===== config.mk =====
export PLATFORM = sky130hd
export DESIGN_NAME = lcd_line_fetch
export DESIGN_NICKNAME = d
export VERILOG_FILES = /design/src/rtl/lcd_line_fetch.sv
export SDC_FILE = /design/constraint.sdc
export NUM_CORES = 1
export LEC_CHECK = 0
export CORE_MARGIN = 2
export CORE_UTILIZATION = 31
export CTS_BUF_LIST = sky130_fd_sc_hd__clkbuf_4
export CTS_CLUSTER_DIAMETER = 150
export CTS_CLUSTER_SIZE = 25
export DETAILED_ROUTE_END_ITERATION = 8
export GPL_ROUTABILITY_DRIVEN = 0
export SLEW_MARGIN = 20
export SYNTH_ARGS = -nofsm -noshare
export SYNTH_HDL_FRONTEND = slang
export SYNTH_SLANG_ARGS = --single-unit

===== constraint.sdc =====
create_clock -name clk -period 5.7 [get_ports clk]
set_clock_uncertainty 0.05 [all_clocks]
set_input_delay 1.14 -clock clk [delete_from_list [all_inputs] [get_ports clk]]
set_output_delay 1.14 -clock clk [all_outputs]
set_load 0.05 [all_outputs]

===== src/rtl/lcd_line_fetch.sv =====
// LCD line fetcher: streams 41 VRAM bytes of one scrolled line into a write bank,
// then serves 2-bit palette indices per pixel column from a double-buffered display bank.
module lcd_line_fetch (
  input  logic        clk,
  input  logic        reset,
  input  logic        ce,
  input  logic        line_start,
  input  logic [7:0]  line_num,
  input  logic [7:0]  lcd_xscroll,
  input  logic [7:0]  lcd_yscroll,
  output logic [12:0] vram_addr,
  output logic        vram_rd,
  input  logic [7:0]  vram_data,
  input  logic [7:0]  px_x,
  output logic [1:0]  px_idx,
  output logic        busy,
  output logic        done
);
  localparam int unsigned NBYTES = 41;
  localparam logic [5:0]  LAST   = 6'(NBYTES - 1);

  typedef enum logic [1:0] {IDLE, FETCH, DRAIN} state_t;
  state_t state_q, state_d;

  logic [12:0] rowbase_q, rowbase_d;
  logic [5:0]  col0_q;
  logic [5:0]  idx_q;
  logic [1:0]  xs_wr_q, xs_disp_q;
  logic        bsel_q, ready_q, done_q;
  logic        rd_vld_q;
  logic [5:0]  rd_idx_q;
  logic [1:0]  px_idx_q;
  logic [7:0]  bank_q [2][NBYTES];

  logic [8:0]  row_sum, row_w;
  logic [6:0]  col_sum, col_w;
  logic [7:0]  px_p, px_byte;
  logic [5:0]  px_sel;

  // Row wraps over a 170-row map, column over a 48-byte row.
  always_comb begin
    row_sum   = {1'b0, line_num} + {1'b0, lcd_yscroll};
    row_w     = (row_sum >= 9'd170) ? row_sum - 9'd170 : row_sum;
    rowbase_d = {4'd0, row_w} * 13'd48;
    col_sum   = {1'b0, col0_q} + {1'b0, idx_q};
    col_w     = (col_sum >= 7'd48) ? col_sum - 7'd48 : col_sum;
  end

  always_comb begin
    state_d = state_q;
    if (line_start) begin
      state_d = FETCH;
    end else begin
      unique case (state_q)
        IDLE:    state_d = IDLE;
        FETCH:   if (idx_q == LAST) state_d = DRAIN;
        DRAIN:   state_d = IDLE;
        default: state_d = IDLE;
      endcase
    end
  end

  assign vram_rd   = (state_q == FETCH);
  assign vram_addr = vram_rd ? rowbase_q + {6'd0, col_w} : 13'd0;
  assign busy      = (state_q != IDLE);
  assign done      = done_q;
  assign px_idx    = px_idx_q;

  always_ff @(posedge clk) begin
    if (reset) begin
      state_q   <= IDLE;
      idx_q     <= '0;
      rowbase_q <= '0;
      col0_q    <= '0;
      xs_wr_q   <= '0;
      xs_disp_q <= '0;
      bsel_q    <= 1'b0;
      ready_q   <= 1'b0;
      done_q    <= 1'b0;
      rd_vld_q  <= 1'b0;
      rd_idx_q  <= '0;
    end else begin
      state_q  <= state_d;
      done_q   <= (state_q == DRAIN) && !line_start;
      // A restart drops the read still in flight from the aborted fetch.
      rd_vld_q <= vram_rd && !line_start;
      rd_idx_q <= idx_q;
      if (line_start) begin
        rowbase_q <= rowbase_d;
        col0_q    <= lcd_xscroll[7:2];
        xs_wr_q   <= lcd_xscroll[1:0];
        idx_q     <= '0;
        if (ready_q) begin
          bsel_q    <= ~bsel_q;
          xs_disp_q <= xs_wr_q;
          ready_q   <= 1'b0;
        end
      end else begin
        if (state_q == FETCH) idx_q <= idx_q + 6'd1;
        if (state_q == DRAIN) ready_q <= 1'b1;
      end
    end
  end

  always_ff @(posedge clk) begin
    if (!reset && rd_vld_q) bank_q[bsel_q][rd_idx_q] <= vram_data;
  end

  // Pixel path reads the bank not being written; fine scroll shifts into the next byte.
  always_comb begin
    px_p    = px_x + {6'd0, xs_disp_q};
    px_sel  = (px_p[7:2] > LAST) ? LAST : px_p[7:2];
    px_byte = bank_q[~bsel_q][px_sel];
  end

  always_ff @(posedge clk) begin
    if (reset)                       px_idx_q <= 2'd0;
    else if (ce && px_x <= 8'd159)   px_idx_q <= px_byte[{px_p[1:0], 1'b0} +: 2];
    else                             px_idx_q <= 2'd0;
  end
endmodule


* Word-level counts from Yosys, hierarchy flattened
Memory sizes are Yosys's and may differ from the RTL's.
Cells that the tools add are included.
** Operators by class
- Reduce and logical (&&, ||, !) cells :: 12
- Eq/ne operators :: 4
- Magnitude comparators :: 7
- $mul :: 1
- $add $sub $neg :: 7
- Muxes and demuxes :: 14
- Bitwise operators :: 5
- Shifts and indexed selects :: 1
** Operator list (number)
- 2-to-1 mux 328 bit :: 1
- binary-select mux 8 bit (select 6 bit) :: 1
- demux 8 bit (select 6 bit) :: 1
- 2-to-1 mux 8 bit :: 3
- greater-or-equal comparator 7 bit, second input constant :: 2
- inverter 6 -> 7 bit :: 2
- adder 13 x 7 -> 13 bit :: 1
- 2-to-1 mux 13 bit :: 1
- adder 8 x 8 -> 9 bit :: 1
- greater-or-equal comparator 9 x 8 -> 1 bit, second input constant :: 1
- multiplier 9 x 2 -> 9 bit, second input constant :: 1
- 2-to-1 mux 9 bit :: 1
- subtractor 9 x 8 -> 9 bit, second input constant :: 1
- adder 8 x 2 -> 8 bit :: 1
- less-or-equal comparator 8 bit, second input constant :: 1
- variable part select 8 x 4 -> 2 bit :: 1
- adder 6 x 6 -> 7 bit :: 1
- greater-or-equal comparator 7 x 6 -> 1 bit, second input constant :: 1
- less-than comparator 7 x 1 -> 1 bit, second input constant :: 1
- 2-to-1 mux 7 bit :: 1
- subtractor 7 x 6 -> 7 bit, second input constant :: 1
- adder 6 x 1 -> 6 bit, second input constant :: 1
- == test 6 bit, second input constant :: 1
- greater-than comparator 6 bit, second input constant :: 1
- 12 further kinds :: 23
** Storage, ports and cells
- Output and inout port bits :: 18
- Memories kept :: 1
- RAM bits :: 656
- Logic and storage cells :: 65
- Bits in registers :: 39
** Memory list
- bank_q :: words 2, width 328, read ports 1, clocked after Yosys merged registers in 0, write ports 1, RTL line 33 : logic [7:0] bank_q [2][NBYTES];

* Longest topological paths before layout
- Depth after elaboration :: 8
- Mapped depth :: 20
- Depth with buffers taken out :: 20

* Worst setup path before layout
No wires, ideal clock.
- Path type :: flip-flop to output port
- Start point :: reg idx_q[0]
- End point :: out vram_addr[10]
- Data arrival time :: 3971 ps
- Cell stages (with the launch flop) :: 20
- Slack :: 539 ps
- Data required time :: 4510 ps
- Cells stage by stage :: dfxtp_1 ha_1 fa_1 a21oi_1 nor2_1 nor2_1 xnor2_1 ha_1 ha_1 nand3b_1 o31a_1 mux2i_1 ha_1 inv_1 fa_1 nor2b_1 o21a_1 nand3_1 xor2_1 nor2_1
** Between the ends
- Longest elaborated chain between the ends :: 5
- Elaborated cells between the ends (all ways) :: 6
** Ends and longest elaborated chain
- from (decl) :: RTL line 27 : logic [5:0] idx_q;
- from (signal assigned) :: RTL line 99 : if (state_q == FETCH) idx_q <= idx_q + 6'd1;
- adder 6 x 6 -> 7 bit (*) :: RTL line 45 : col_sum = {1'b0, col0_q} + {1'b0, idx_q};
- subtractor 7 x 6 -> 7 bit / greater-or-equal comparator 7 x 6 -> 1 bit (equally long branches) :: RTL line 46 : col_w = (col_sum >= 7'd48) ? col_sum - 7'd48 : col_sum;
- 2-to-1 mux 7 bit (*) :: RTL line 46
- adder 13 x 7 -> 13 bit (*) :: RTL line 64 : assign vram_addr = vram_rd ? rowbase_q + {6'd0, col_w} : 13'd0;
- 2-to-1 mux 13 bit (*) :: RTL line 64
- to (decl) :: RTL line 11 : output logic [12:0] vram_addr,
Mark *: on every way between the ends. The rest lies on a longest branch, timed or not.

* Worst setup path in the final report
- Start point :: reg col0_q[1]
- End point :: out vram_addr[12]
** Between the ends
- Longest elaborated chain between the ends :: 5
- Elaborated cells between the ends (all ways) :: 6
** Ends and longest elaborated chain
- from (decl) :: RTL line 26 : logic [5:0] col0_q;
- from (signal assigned) :: RTL line 90 : col0_q <= lcd_xscroll[7:2];
- adder 6 x 6 -> 7 bit (*) :: RTL line 45
- subtractor 7 x 6 -> 7 bit / greater-or-equal comparator 7 x 6 -> 1 bit (equally long branches) :: RTL line 46
- 2-to-1 mux 7 bit (*) :: RTL line 46
- adder 13 x 7 -> 13 bit (*) :: RTL line 64
- 2-to-1 mux 13 bit (*) :: RTL line 64
Marked as above.

==> summary.txt <==
Critical path
  – CP max FO: 4
  – Worst setup SP type: register
  – Crit path DAT: 4.69 ns
  – Crit. End Element: primary output
  – Worst R2R Setup Slack: 0.91 ns
  – Worst flop-to-flop path endpoint: px_idx[0]
  – WS Path Type: reg -> out
  – Req. time, crit path: 4.51 ns
  – Depth of the most critical reg-to-reg path: 12
  – R2r startpoint: xs_disp_q[0]

Global route
  – First-pass GRT wire length: 112800 um
  – Pin count of the biggest net entering global routing: 105
  – Initial antenna violation count: 2
  – Gr usage total: 15.32%
  – GRT overflow: 0
  – Vias in the first global route: 16949

Floorplan
  – # IOs: 62
  – Die height: 310.9 um
  – Die width: 310.9 um
  – Core box area: 0.09333 mm^2
  – # rows: 112
  – Starting Density: 31.29%
  – DIE AREA: 0.09669 mm^2

Synthesis
  – Synth warnings: 0
  – Sequential area share after synthesis: 70.12%
  – Fraction of registers with async set or reset after synthesis: 0%
  – Avg Cell Area, Syn: 16.03 um^2
  – Mapped cell area: 0.02921 mm^2
  – Count of different cell masters after synthesis: 93
  – Syn_nets: 1900
  – Mapped Cells: 1822
  – Main synth FF type: edfxtp_1
  – Post-synth EDFFs: 656
  – Synth Area in XOR/XNOR: 0.7497%
  – Yosys top cell by area: edfxtp_1
  – Compound-Gate Fraction of Synth Area: 7.171%
  – Seq cells post-synth: 695
  – Synth top area share: 67.45%
  – Post-synthesis simple-gate area fraction: 7.630%
  – Ranking of synthesized cells by area: edfxtp_1 (67%), mux4_2 (8.6%), dfxtp_1 (2.7%), nor2_1 (2.5%), mux2i_1 (2.1%)
  – Largest family of logic cells by synthesized area: multiplexers
  – Multiplexer area fraction after synthesis: 10.95%
  – Adder-cell share of the synthesized area: 1.585%

Power
  – Fraction of power consumed by the clock network: 22.1%
  – Switch share: 24.86%
  – Combinational share of power: 11.9%
  – Max VDD drop: 0.1284 mV
  – Power Internal: 0.006418 W
  – PwrDens: 264.2 mW/mm^2
  – Leak: 9.980 nW
  – Reg power frac: 66.0%
  – Switching Power: 0.002124 W

Routing
  – Initial drt markers: 2113
  – DR pass1 iterations: 8
  – WL final: 76420 um
  – DR top layer: met5
  – Metal2 WL: 35950 um
  – DR vias: 17077
  – Wl on met1: 32110 um
  – Met3 routed WL: 5821 um
  – Final ANT Viol Nets: 0
  – DR DRC count: 0
  – Via/cell ratio: 5.328
  – WL/cell: 23.84 um

Run
  – Max cap viols: 0

Timing
  – Max Slew Vio Count: 0
  – Period Utilization, post-route: 103.1%
  – Max Clk Rate: 0.1701 GHz
  – RSZ-0062 raised after global routing: true
  – Setup TNS: -0.4899 ns
  – Final WS setup: -0.1786 ns
  – Final hold vios: 0
  – Period minus WS final: 5.879 ns
  – Worst slew pin tran: 0.9918 ns
  – Final setup fails: 4
  – Headroom to the max-slew limit: 33.88%

Final layout
  – Finished Cell Area: 0.03232 mm^2
  – Final nets: 2004
  – Most common cell after layout, fill and taps aside: edfxtp_1
  – Final Util: 34.63%
  – Most frequent cells in the layout: edfxtp_1 (656), nor2_1 (195), nand2_1 (123)
  – Ratio of cells with drive above 1 in the final layout: 17.49%
  – Area delta synth->final: 10.67%

CTS
  – Clock transition at path regs: 0.26 ns
  – TritonCTS clock tree: yes
  – Post-CTS Hold Fix Bufs: 0
  – Largest buffer count on any clock path: 3
  – Sink Count: 695
  – TritonCTS Buffers: 31
  – Htree depth: 1
  – Root Buffer: clkbuf_4
  – Worst-Skew Late Latency: 0.93 ns

Placement
  – Post-DP Area: 0.03163 mm^2
  – Pre-CTS setup slack: -0.01048 ns
  – IO Port Bufs: 61
  – HPWL Detailed: 49510 um

Run status
  – Run status: complete, but fails checks
  – Failing checks: negative setup slack

Worst hold path
  – WHS Endpoint: done
  – WHS Path Cells: 1
  – Hold Crit Start: state_q[0]
  – Worst min-delay path category: reg -> reg
power groups by stage:
stage	sequential (W)	combinational, W	clock, W
2_1_floorplan	0.00574	0.000599	0
3_5_place_dp	0.00574	0.000995	0
4_1_cts	0.00563	0.00101	0.00193
6_report	0.00563	0.00102	0.00189
3_3_place_gp	0.00574	0.000979	0
5_1_grt	0.00564	0.00110	0.00208
routing by layer:
layer  track usage (%)  up-vias
li1                  -     7408
met1             21.01     8750
met2             24.76      776
met3             2.833      141
met4             4.644        2
met5                 0        -
registers in the layout, summed over array words and instances, names as in the netlist:
name / flops
ready_q: 1
rd_idx_q: 6
rd_vld_q: 1
idx_q: 6
rowbase_q: 9
px_idx: 2
state_q: 2
done: 1
bsel_q: 1
xs_wr_q: 2
col0_q: 6
xs_disp_q: 2
bank_q: 656
cell usage after synthesis (all sizes together) (16+ instances only):
cell    count
o21ai      27
ha         29
dfxtp      39
a31oi      17
edfxtp    656
a21oi      50
clkbuf     42
nand3      24
mux2i      62
nand2     123
o211ai     16
a22oi      25
inv        23
o22ai      22
nor2      198
nor3       32
buf        49
mux4      112
cells by family (layout without fill, tap and decap cells):
| family | count (synthesis) | count (layout) |
|---|---|---|
| mux | 179 | 179 |
| xor+xnor | 25 | 25 |
| compound gates | 291 | 291 |
| simple gates | 483 | 483 |
| flops | 695 | 695 |
| fa+ha+maj | 34 | 34 |
| buf+inv | 115 | 243 |
| other cells | 0 | 1 |
what timing repair did:
action,in CTS,in global routing
setup endpoints to repair,9,9
gates cloned,0,0
pin swaps,10,7
buffers inserted,14,6
gates resized for setup,32,20
metrics by stage:
| stage | instances | hold slack, ns | power, W |
|---|---|---|---|
| finish | 3205 | 0.4417 | 0.008541 |
| global route | 3205 | 0.4734 | 0.008816 |
| CTS | 3198 | 0.4493 | 0.008564 |
| global placement | 3127 | 0.3969 | 0.006723 |
| detailed placement | 3127 | 0.4209 | 0.006740 |
| floorplan | 1822 | 0.3845 | 0.006335 |
how the worst max path moves through the flow:
stage                         startpoint             to  slack, ns  cells after the start
after global placement       line_num[0]  rowbase_q[11]       0.09                     18
after CTS                       idx_q[1]  vram_addr[12]      -0.23                     20
final                          col0_q[1]  vram_addr[12]      -0.18                     20
after floorplan                 idx_q[0]  vram_addr[10]       0.54                     19
after global routing           col0_q[1]  vram_addr[12]      -0.49                     20
after detailed placement  lcd_yscroll[0]  rowbase_q[11]      -0.01                     18
critical path: stages, from the launching register on:
cell and delay [ns]:
dfxtp_4 0.42, buf_6 0.12, fa_2 0.39, a21oi_2 0.15
nor2_1 0.07, nor2_2 0.14, xnor2_2 0.15, ha_2 0.23
ha_4 0.12, nand3b_1 0.07, o31a_1 0.28, mux2i_1 0.16
ha_2 0.22, inv_2 0.04, fa_2 0.34, nor2b_2 0.11
o21a_1 0.16, nand3_1 0.10, xor2_1 0.16, nor2_2 0.16
buf_12 0.16
layout make-up:
class / count / area [um^2]
well taps: 1254 / 1569
diodes: 1 / 2.502
repair buffers: 162 / 1415
flip-flops and latches: 695 / 20490
inverters: 24 / 90.09
fillers: 8900 / 61010
multi-input cells: 1012 / 8324
clock buffers: 56 / 420.4
clock inverters: 1 / 7.507
Note: power is estimated with default switching activity, not from simulation.
